$ cat src/rtl/bo_bc.sv
// bo_bc: sequential polynomial evaluator, resultado = A*x^2 + B*x + C (mod 2^16).
// Horner form: H = A; H = H*x + B; S = H*x + C.
// The control FSM (BC) drives load enables and mux selects into the datapath (BO).
// The datapath has one truncating multiplier and one wrapping adder.
module bo_bc (
    input  logic        clk,
    input  logic        rst,
    input  logic        inicio,
    input  logic [7:0]  x,
    input  logic [15:0] A,
    input  logic [15:0] B,
    input  logic [15:0] C,
    output logic [15:0] resultado,
    output logic        pronto
);

    // ------------------------------------------------------------------
    // Control unit (BC)
    // ------------------------------------------------------------------
    typedef enum logic [2:0] {
        StIdle,
        StLoad,
        StStep1,
        StStep2,
        StDone
    } state_e;

    state_e state_q, state_d;

    logic lx;  // load X, RB, RC
    logic lh;  // load H
    logic ls;  // load S
    logic m0;  // H source: 0 = coefficient A, 1 = adder output
    logic m1;  // addend: 0 = RB, 1 = RC

    // Next-state and Moore decode of control strobes and pronto
    always_comb begin
        state_d = state_q;
        lx      = 1'b0;
        lh      = 1'b0;
        ls      = 1'b0;
        m0      = 1'b0;
        m1      = 1'b0;
        pronto  = 1'b0;
        unique case (state_q)
            StIdle: begin
                if (inicio) begin
                    state_d = StLoad;
                end
            end
            StLoad: begin
                lx      = 1'b1;
                lh      = 1'b1;
                m0      = 1'b0;
                state_d = StStep1;
            end
            StStep1: begin
                lh      = 1'b1;
                m0      = 1'b1;
                m1      = 1'b0;
                state_d = StStep2;
            end
            StStep2: begin
                ls      = 1'b1;
                m1      = 1'b1;
                state_d = StDone;
            end
            StDone: begin
                pronto  = 1'b1;
                state_d = StIdle;
            end
            default: begin
                state_d = StIdle;
            end
        endcase
    end

    // ------------------------------------------------------------------
    // Datapath (BO)
    // ------------------------------------------------------------------
    // H itself holds the A coefficient from LOAD onward, so no separate
    // RA copy is needed for the Horner sequence.
    logic [15:0] x_q,  x_d;
    logic [15:0] rb_q, rb_d;
    logic [15:0] rc_q, rc_d;
    logic [15:0] h_q,  h_d;
    logic [15:0] s_q,  s_d;

    logic [15:0] addend;
    logic [15:0] prod;
    logic [15:0] sum;

    // Function units and register next-state muxing
    always_comb begin
        addend = m1 ? rc_q : rb_q;
        prod   = h_q * x_q;       // 16x16 product, low 16 bits kept
        sum    = prod + addend;   // wraps modulo 2^16

        x_d  = lx ? {8'h00, x} : x_q;
        rb_d = lx ? B : rb_q;
        rc_d = lx ? C : rc_q;
        h_d  = lh ? (m0 ? sum : A) : h_q;
        s_d  = ls ? sum : s_q;
    end

    // State and datapath registers with synchronous reset
    always_ff @(posedge clk) begin
        if (rst) begin
            state_q <= StIdle;
            x_q     <= 16'h0000;
            rb_q    <= 16'h0000;
            rc_q    <= 16'h0000;
            h_q     <= 16'h0000;
            s_q     <= 16'h0000;
        end else begin
            state_q <= state_d;
            x_q     <= x_d;
            rb_q    <= rb_d;
            rc_q    <= rc_d;
            h_q     <= h_d;
            s_q     <= s_d;
        end
    end

    assign resultado = s_q;

endmodule

$ cat config.mk
export PLATFORM = sky130hd
export DESIGN_NAME = bo_bc
export DESIGN_NICKNAME = d
export VERILOG_FILES = /design/src/rtl/bo_bc.sv
export SDC_FILE = /design/constraint.sdc
export NUM_CORES = 1
export LEC_CHECK = 0
export CAP_MARGIN = 20
export CELL_PAD_IN_SITES_DETAIL_PLACEMENT = 0
export CELL_PAD_IN_SITES_GLOBAL_PLACEMENT = 1
export CORE_ASPECT_RATIO = 0.75
export CORE_MARGIN = 2
export CORE_UTILIZATION = 44
export CTS_BUF_LIST = sky130_fd_sc_hd__clkbuf_8
export CTS_CLUSTER_SIZE = 40
export DETAILED_ROUTE_END_ITERATION = 8
export PLACE_DENSITY_LB_ADDON = 0.1
export SKIP_LAST_GASP = 1
export SLEW_MARGIN = 5
export SYNTH_ARGS = -nofsm -noshare
export SYNTH_HDL_FRONTEND = slang
export SYNTH_SLANG_ARGS = --single-unit
$ cat constraint.sdc
create_clock -name clk -period 6.67 [get_ports clk]
set_clock_uncertainty 0.15 [all_clocks]
set_input_delay 0.667 -clock clk [delete_from_list [all_inputs] [get_ports clk]]
set_output_delay 0.667 -clock clk [all_outputs]
set_load 0.03 [all_outputs]
==> metrics.yaml <==
status:
  status: "finished clean"
clocking:
  cts-root-buf: "clkbuf_8"
  ctsResizeCount: 0
  numCtsBuffers: 9
  postCtsSetupBuffers: 0
  clk_path_buf_depth: 2
  clkSinkCount: 75
  clock_latency_ps: 350
  cts.clk_slew.worst_paths_ps: 90
  cts_tree: "yes"
  cts_hold_buffers: 0
  cts_htree_levels: 3
sta:
  min_period_ps: 5750
  max_freq_mhz: 174
  setup_slack_ps: 916
  setup_violations: 0
  max_slew_margin_pct: 40.1
  setup_tns_ps: 0
  holdWs_ps: 309
  worstMarginPinSlew_ps: 896
  hold_violations: 0
  grt_setup_unrepaired: "no"
  drv_slew: 0
  min_period_over_period_pct: 86.3
floorplan:
  die_h_um: 106
  pin_count: 76
  core_um2: 13600
  die_w_um: 139
  dieArea_um2: 14700
  initial_utilization_pct: 44.6
  row_count: 37
drt:
  antenna_left: 0
  routed_wl_um: 15700
  drc: 0
  post_drt_wl_per_cell_um: 16.3
  via_per_inst: 5.09
  first_pass_iters: 5
  first_iter_violations: 252
  vias: 4904
yosys:
  synth_top_area_share_pct: 24.8
  syn_inst: 733
  yosysUniqueCellTypes: 34
  yosysSeqAreaShare_pct: 24.8
  synth_flop_cell: "dfxtp_1"
  syn-cell-area_um2: 6050
  syn_area_per_cell_um2: 8.25
  ys_ff_latch: 75
  synth_edf_count: 0
  synth_async_sr_flop_share_pct: 0
  yosysTopAreaCell: "dfxtp_1"
  ys_top_cells_by_area: "dfxtp_1 (25%), fa_1 (25%), nand2_1 (11%), and2_1 (5.6%), inv_1 (5.5%)"
  yosysWarnings: 0
  syn_nets: 891
job:
  drv_cap: 0
setup_path:
  critPathLaunchType: "flop"
  cpPeakStageDelay_ps: 670
  worstPathRequired_ps: 6770
  crit_chain: "nand3b_1 > buf_4 > nand2_1 > nand2_1 > fa_1 > ha_1 > ha_1 > inv_1 > fa_1 > inv_1 > ha_1 > fa_1 > a211oi_1 > o21ai_0 > o21a_1 > a211oi_1 > xnor2_1 > nor2_1 > a311oi_1"
  worstSetupEndpointType: "flop"
  reg2reg_from: "state_q[1]"
  r2r_cells: 19
  cp_num_cells: 19
  worst-path-max-fanout: 16
  slowest_stage: "nand3b_1"
  cp.arrival_ps: 5850
  path_buf_inv: 3
  critPathLaunch: "state_q[1]"
  reg2reg_slack_ps: 920
  critical-path-top-delay-family: "adder cells"
  r2r-end: "h_q[13]"
  crit_type: "flop to flop"
layout:
  layout_commonest_cell: "nand2_1"
  final_cell_mix: "nand2_1 (185), inv_1 (89), dfxtp_1 (75)"
  utilization_pct: 52.2
  area_growth_pct: 17.2
  num_antenna_cells: 0
  design_area_um2: 7080
  fin_cells: 963
  nets: 941
  drive_gt1_share_pct: 3.55
power:
  ir_drop_uv: 105
  finalPower_mw: 1.20
  power_density_nw_per_um2: 169
  p_leak_nw: 3.10
grt:
  grt_pass1_wl_um: 26200
  grt_max_degree: 76
  antenna_found_initial: 0
  overflow: 0
  first_global_vias: 5001
  grtUsageTotal_pct: 22.6
place:
  dpl_cell_area_um2: 6890
  pre_cts_ws_ps: 926
  dpl.hpwl_um: 12200
  globalplace.congestion: 0.838
  port_buffers: 75
  dp_cells: 947
worst_hold_path:
  hp-start: "rb_q[15]"
  hold_class: "flop to flop"
  hold_path_depth: 2
  min_to: "rb_q[15]"
-- synthesized netlist by cell type, drive strengths merged, types with 8 or more instances --
master and count:
nand2 185, inv 89, dfxtp 75, fa 74
a21oi 66, and2 54, clkbuf 33, ha 25
nor2 25, xnor2 21, mux2i 14, nor3 11
a311oi 8, buf 8
-- cells by family (layout without fill, tap and decap cells) --
logic type | count (synthesis) | count (layout) | synth area share (%)
compound gates | 101 | 101 | 10.1
xor+xnor | 27 | 27 | 3.91
fa+ha+maj | 99 | 99 | 29.7
buf+inv | 130 | 185 | 8.17
flops | 75 | 75 | 24.8
mux | 14 | 14 | 2.32
simple gates | 287 | 287 | 21.0
-- worst reg2reg max path, stage by stage (launching register included) --
cell,delay (ps)
dfxtp_1,480
nand3b_1,670
buf_4,470
nand2_1,100
nand2_1,90
fa_1,450
ha_1,310
ha_1,270
inv_1,40
fa_1,480
inv_1,50
ha_1,230
fa_1,460
a211oi_1,300
o21ai_0,150
o21a_1,150
a211oi_1,290
xnor2_1,190
nor2_1,70
a311oi_1,270
-- per-layer routing --
layer	vias to the layer above	global-route usage, %	part of all wire [%]
met1	2370	34.4	50
met4	0	3.61	0.67
met5	-	0	0
li1	2379	-	-
met2	147	34.5	43
met3	8	3.82	6.5
-- registers in the layout, indices dropped and copies added, names as in the netlist --
name,count
h_q,16
resultado,16
rc_q,16
state_q,3
rb_q,16
x_q,8
-- layout make-up --
class | instances | area, um^2
Inverter | 89 | 334
Tap cell | 175 | 219
Sequential cell | 75 | 1500
Clock inverter | 6 | 52.6
Timing Repair Buffer | 80 | 783
Fill cell | 1297 | 6480
Multi-Input combinational cell | 528 | 4060
Clock buffer | 10 | 138
-- worst max-delay path by stage --
stage / slack (ps) / endpoint
2_1_floorplan: 1330 / h_q[14]
3_3_place_gp: 1090 / h_q[14]
3_5_place_dp: 930 / h_q[14]
4_1_cts: 930 / h_q[13]
5_1_grt: 500 / h_q[13]
6_report: 920 / h_q[13]
-- power breakdown --
| part | internal (mW) | switching (mW) | leakage [nW] |
|---|---|---|---|
| Sequential | 0.482 | 0.0642 | 0.611 |
| Combinational | 0.135 | 0.176 | 2.39 |
| Clock | 0.152 | 0.189 | 0.0918 |
Note: power is estimated with default switching activity, not from simulation.
==> RTL edit 1, RTL diff (same flow settings) <==
Encoding of `state_e`: now one-hot (5 bits for 5 states).
--- a/src/rtl/bo_bc.sv
+++ b/src/rtl/bo_bc.sv
@@ -17,12 +17,12 @@
     // ------------------------------------------------------------------
     // Control unit (BC)
     // ------------------------------------------------------------------
-    typedef enum logic [2:0] {
-        StIdle,
-        StLoad,
-        StStep1,
-        StStep2,
-        StDone
+    typedef enum logic [4:0] {
+        StIdle  = 5'b00001,
+        StLoad  = 5'b00010,
+        StStep1 = 5'b00100,
+        StStep2 = 5'b01000,
+        StDone  = 5'b10000
     } state_e;
 
     state_e state_q, state_d;
Function: no difference found for any inputs over 4 cycles, from zero or initial values and one cycle with rst high; so few cycles prove little.
==> RTL edit 1 against the unedited design <==
Cell count grew 0.73%. Setup slack lost 190 ps. Area after synthesis grew 1.3%. Highest routed layer unchanged. Fmax shrank 3.2%. Via count grew 2.3%. Sequential cell count grew 2. Wire length grew 4.3%. Design area grew 0.37%.
Power is not compared: it rests on default switching activity, and its combinational part moved more than twofold at a synthesized area within 25%.
==> RTL edit 1: results (changes against the unedited design) <==
Detailed routing:
- The final wirelength is 16,300 um (+4.3%).
- The via-per-instance ratio is 5.17 (+1.5%).
- The number of iterations in the first detailed-routing pass is 4 (-1).
- The violation count after the first detailed-routing iteration is 308 (+22%).
- The average wire length per cell after detail routing is 16.8 um (+3.6%).

Power and ir drop:
- VDD sags by at most 90.1 uV.
- The total leakage power is 2.87 nW.

Clock network:
- After clock tree synthesis, the clock-pin slew on the worst setup and hold paths is 80 ps.
- The number of setup buffers added after CTS is 0 (unchanged).
- The buffer levels on the longest clock path came to 2 (unchanged).
- The total clock buffers created by CTS came to 9 (unchanged).
- The worst-skew pair later-pin latency is 370 ps (+20 ps).
- The number of resized instances in the post-cts repair step was 0 (unchanged).
- The buffer cell driving the clock tree root is clkbuf_8.

Placed design:
- The sum of net half-perimeters after detailed placement is 12,400 um (+1.4%).
- The minimum setup slack after placement is 706 ps (-220 ps).
- The placement-stage cell area came to 6920 um^2 (+0.42%).
- The quantity of I/O buffers inserted on ports is 75 (unchanged).
- The count of placed standard cells including taps is 954 (+0.74%).
- The final weighted congestion in routability-driven placement was 0.827 (-1.3%).

Worst setup path:
- The endpoint of the most critical register-to-register path is resultado[14]$_SDFFE_PP0P_.
- The data arrival time of the critical path is 6030 ps (+180 ps).
- The worst register-to-register path begins at state_q[4]$_SDFFE_PP0P_.
- The reg-to-reg setup timing slack was 730 ps (-190 ps).
- The top fanout value on the critical path is 17 (+1).
- The number of cell instances on the worst register-to-register path is 18 (-1).

Synthesis:
- The count of unique library cells instantiated by Yosys came to 40 (+18%).
- The register area share after synthesis is 25.2% (+0.34 points).
- The synthesized netlist net count is 904 (+1.5%).
- The predominant post-synthesis flop cell is dfxtp_1.
- The number of standard cells after synthesis is 746 (+1.8%).
- The count of warnings emitted by yosys is 0 (unchanged).
- The fraction of registers with async set or reset after synthesis is 0% (unchanged).
- Sorting the synthesized cells by how often they occur yields 203 x nand2_1, 90 x inv_1, 77 x dfxtp_1, 74 x fa_1, 66 x a21oi_1.
- By area the synthesized netlist is led by dfxtp_1 25%, fa_1 24%, nand2_1 12%.

Worst hold path:
- In this run the most critical hold path is launched from rc_q[9]$_SDFFE_PP0P_.
- The worst hold-check path type is flop to flop.
- The number of cells on the worst hold path is 2 (unchanged).
- The path with the worst hold slack has its endpoint at rc_q[9]$_SDFFE_PP0P_.

Global routing:
- The global routing usage summed across all routing layers is 23.9% (+1.3 points).
- The maximum number of pins on one net before global-route repair came to 78 (+2.6%).
- The number of antenna violations at the first check in global routing is 0 (unchanged).
- The number of global-route vias before repair came to 5,173 (+3.4%).
- The global-route wire length before repair is 27,200 um (+3.8%).

Timing:
- The remaining max-slew budget at the tightest pin was 31.5% (-8.6 points).
- The worst hold slack after final layout is 307 ps (-2.60 ps).
- The minimum setup slack in the final design is 727 ps (-189 ps).

Finish:
- The number of antenna repair diodes is 0 (unchanged).
- The ratio of cells with drive above 1 in the final layout came to 3.14% (-0.41 points).

Status:
- The flow ran to the end, and the final reports show no timing, DRC or antenna violations.
RTL edit 1: cell types whose count changed in the layout (fill, tap and decap cells not counted), moves of 3 or more:
cell | before | now
nand2_1 | 185 | 203
inv_6 | 3 | 0
and2_1 | 54 | 39
nor3_1 | 11 | 8
xor2_1 | 6 | 3
RTL edit 1: cells by family after synthesis:
family,synth area share [%]
AO/OA/AOI/OAI,9.95
XOR/XNOR,3.72
adder cells (fa/ha/maj),29.3
buffers and inverters,8.70
flip-flops,25.2
multiplexers,2.29
AND/OR/NAND/NOR,20.9
RTL edit 1: final cells by class:
cell class | instances | area [um^2]
Tap cell | 175 | 219
Multi-Input combinational cell | 534 | 4060
Clock inverter | 4 | 22.5
Sequential cell | 77 | 1540
Fill cell | 1332 | 6550
Timing Repair Buffer | 78 | 768
Inverter | 90 | 338
Clock buffer | 12 | 165
RTL edit 1: worst max-delay path by stage:
stage | start | endpoint | slack, ps | depth (start not counted)
floorplan | state_q[4]$_SDFFE_PP0P_ | resultado[14]$_SDFFE_PP0P_ | 1350 | 20
global placement | state_q[4]$_SDFFE_PP0P_ | resultado[14]$_SDFFE_PP0P_ | 890 | 18
detailed placement | state_q[4]$_SDFFE_PP0P_ | resultado[14]$_SDFFE_PP0P_ | 710 | 18
CTS | state_q[4]$_SDFFE_PP0P_ | resultado[14]$_SDFFE_PP0P_ | 690 | 18
global route | state_q[4]$_SDFFE_PP0P_ | resultado[14]$_SDFFE_PP0P_ | 420 | 18
finish | state_q[4]$_SDFFE_PP0P_ | resultado[14]$_SDFFE_PP0P_ | 730 | 18
RTL edit 1: critical path: stages, from the launching register on:
cell       delay (ps)
dfxtp_1           360
nor3_4            270
and3b_1           790
mux2i_1           240
fa_1              590
inv_1              60
fa_1              480
fa_1              540
inv_1              50
fa_1              470
inv_1              40
ha_1              320
o21a_1            200
o21a_1            180
and3_1            190
a221oi_2          410
a211oi_1          140
a31o_1            200
o2bb2ai_1         110
RTL edit 1: metal layers:
| metal | track usage [%] | vias to the layer above | routed length [um] |
|---|---|---|---|
| met2 | 37.3 | 135 | 7330 |
| met4 | 8.15 | 0 | 376 |
| met3 | 5.00 | 25 | 953 |
| li1 | - | 2404 | - |
| met1 | 33.4 | 2451 | 7670 |
| met5 | 0 | - | 0 |
RTL edit 1: power by group:
part	leakage, nW	switching (mW)	internal (mW)
combinational	2.15	0.0452	0.0497
clock	0.104	0.180	0.164
sequential	0.622	0.0188	0.470
==> RTL edit 2, RTL diff (same settings) <==
Without the edit above. Take the reset off `x_q` and load it in a clocked block of its own.
--- a/src/rtl/bo_bc.sv
+++ b/src/rtl/bo_bc.sv
@@ -107,14 +107,12 @@
     always_ff @(posedge clk) begin
         if (rst) begin
             state_q <= StIdle;
-            x_q     <= 16'h0000;
             rb_q    <= 16'h0000;
             rc_q    <= 16'h0000;
             h_q     <= 16'h0000;
             s_q     <= 16'h0000;
         end else begin
             state_q <= state_d;
-            x_q     <= x_d;
             rb_q    <= rb_d;
             rc_q    <= rc_d;
             h_q     <= h_d;
@@ -122,6 +120,10 @@
         end
     end
 
+    always_ff @(posedge clk) begin
+        x_q <= x_d;
+    end
+
     assign resultado = s_q;
 
 endmodule
Check against the original RTL: same outputs for any inputs over 4 cycles, from zero or initial values and one cycle with rst high; that may be too few to reach the edited logic, so the function may still have changed.
==> RTL edit 2 against the unedited design <==
Largest cell class unchanged. Sequential cell count is the same. Critical endpoint unchanged. Setup slack improved by 160 ps. Wire length increased by 0.61%. Worst hold slack worse by 2.5 ps. Non-clock buffer count decreased by 2. Design area fell by 0.57%. Area after synthesis is 0.60% lower. Critical path depth decreased by 1.
Power is not compared: it rests on default switching activity, and its combinational part moved more than twofold at a synthesized area within 25%.
==> RTL edit 2: results (changes against the unedited design) <==
Status:
- The flow ran to the end, and the final reports show no timing, DRC or antenna violations.

Detailed routing:
- The via-per-instance ratio is 5.14 (+0.96%).
- The final wirelength is 15,700 um (+0.61%).
- The violation count after the first detailed-routing iteration is 258 (+2.4%).
- The number of iterations in the first detailed-routing pass is 6 (+1).

Synthesis:
- The register area share after synthesis is 26.3% (+1.5 points).
- The synthesized area per cell came to 8.54 um^2 (+3.5%).
- The number of enable flip-flop cells after synthesis is 8 (+8).
- In the synthesized netlist, the cells that appear most often are 169 x nand2_1, 89 x inv_1, 74 x fa_1, 67 x dfxtp_1, 58 x a21oi_1.
- The synthesized netlist net count is 862 (-3.3%).
- In the post-synthesis netlist, the biggest area contributors are fa_1 25%, dfxtp_1 22%, nand2_1 11%.
- The count of unique library cells instantiated by Yosys is 38 (+12%).

Global routing:
- The met1 track demand over resource is 35.3% (+0.91 points).
- The maximum number of pins on one net before global-route repair came to 68 (-11%).
- The met2 capacity usage during global routing is 32.8% (-1.7 points).
- The met3 usage was 3.91% (+0.091 points).
- The global routing usage summed across all routing layers is 22.7% (+0.061 points).
- The global-route wire length before repair is 26,200 um (+0.13%).
- The number of global-route vias before repair is 4,960 (-0.82%).

Finish:
- The final cell count without fillers came to 933 (-3.1%).
- The fraction of standard cell area that is sequential is 22.5% (+1.3 points).
- The share of final layout cell area taken by non-clock buffers is 10.9% (-0.15 points).
- The multi-input combinational cell count is 503 (-4.7%).
- The finished layout cell area is 7040 um^2 (-0.57%).
- The filler cell count in the final layout is 1,273 (-1.9%).
- The total of plain and repair buffers excluding clock buffers was 78 (-2.5%).
- The portion of the layout cell area used by clock cells is 2.82% (+0.14 points).
- The area of combinational cells with multiple inputs was 3940 um^2 (-2.8%).
- The number of inverters outside the clock class in the layout is 90 (+1.1%).

Placed design:
- The sum of net half-perimeters after detailed placement came to 12,300 um (+0.56%).
- The placement-stage cell area was 6840 um^2 (-0.71%).
- The final weighted congestion in routability-driven placement is 0.879 (+4.9%).

Worst setup path:
- The data arrival time of the critical path is 5710 ps (-140 ps).
- The slowest stage of the critical path is the and3b_1 cell.
- The top fanout value on the critical path came to 22 (+6).
- The critical path's largest stage delay came to 820 ps (+150 ps).

Die:
- The site row count came to 36 (-2.7%).

Clock network:
- The number of levels the H-tree was split into was 3 (unchanged).
- The clock-pin slew on the worst setup and hold paths is 90 ps (about the same).
[RTL edit 2: cell count changes after synthesis]
cell      change
a21oi_1       -8
buf_1         +1
buf_2         +1
buf_4         +1
clkbuf_1      -9
clkbuf_2      +1
dfxtp_1       -8
edfxtp_1      +8
inv_2         +1
nand2_1      -16
nor3b_1       -1
[RTL edit 2: through the flow]
stage               setup slack [ps]  hold WS (ps)  power (mW)
floorplan                       1240           286        1.35
global placement                1170           294        1.64
detailed placement              1130           296        1.65
CTS                             1070           309        2.02
global route                     618           329        2.19
finish                          1080           307        2.01
[RTL edit 2: worst paths after layout]
| path | start | to | slack, ps | depth (start not counted) |
|---|---|---|---|---|
| min | rc_q[8]$_SDFFE_PP0P_ | rc_q[8]$_SDFFE_PP0P_ | 310 | 2 |
| max reg2reg | state_q[0]$_SDFFE_PP0P_ | h_q[13]$_SDFFE_PP0P_ | 1080 | 18 |
| max | state_q[0]$_SDFFE_PP0P_ | h_q[13]$_SDFFE_PP0P_ | 1080 | 18 |
| min reg2reg | rc_q[8]$_SDFFE_PP0P_ | rc_q[8]$_SDFFE_PP0P_ | 310 | 2 |
[RTL edit 2: cells by family after synthesis]
group,count (synthesis),synth area share [%]
compound gates,93,9.49
xor+xnor,27,3.94
fa+ha+maj,99,29.9
buf+inv,126,8.08
flops,75,26.3
mux,14,2.33
simple gates,270,20.0
[RTL edit 2: worst max-delay path: cells and delay by family (launching register included)]
| kind | cells | cell delay (ps) |
|---|---|---|
| fa+ha+maj | 6 | 2270 |
| compound gates | 5 | 1140 |
| simple gates | 2 | 890 |
| flops | 1 | 460 |
| mux | 1 | 260 |
| xor+xnor | 1 | 190 |
| buf+inv | 3 | 130 |
[RTL edit 2: layer usage]
layer	wire length (um)	vias up
met1	8120	2345
li1	-	2299
met4	129	0
met2	6620	144
met3	880	9
met5	0	-
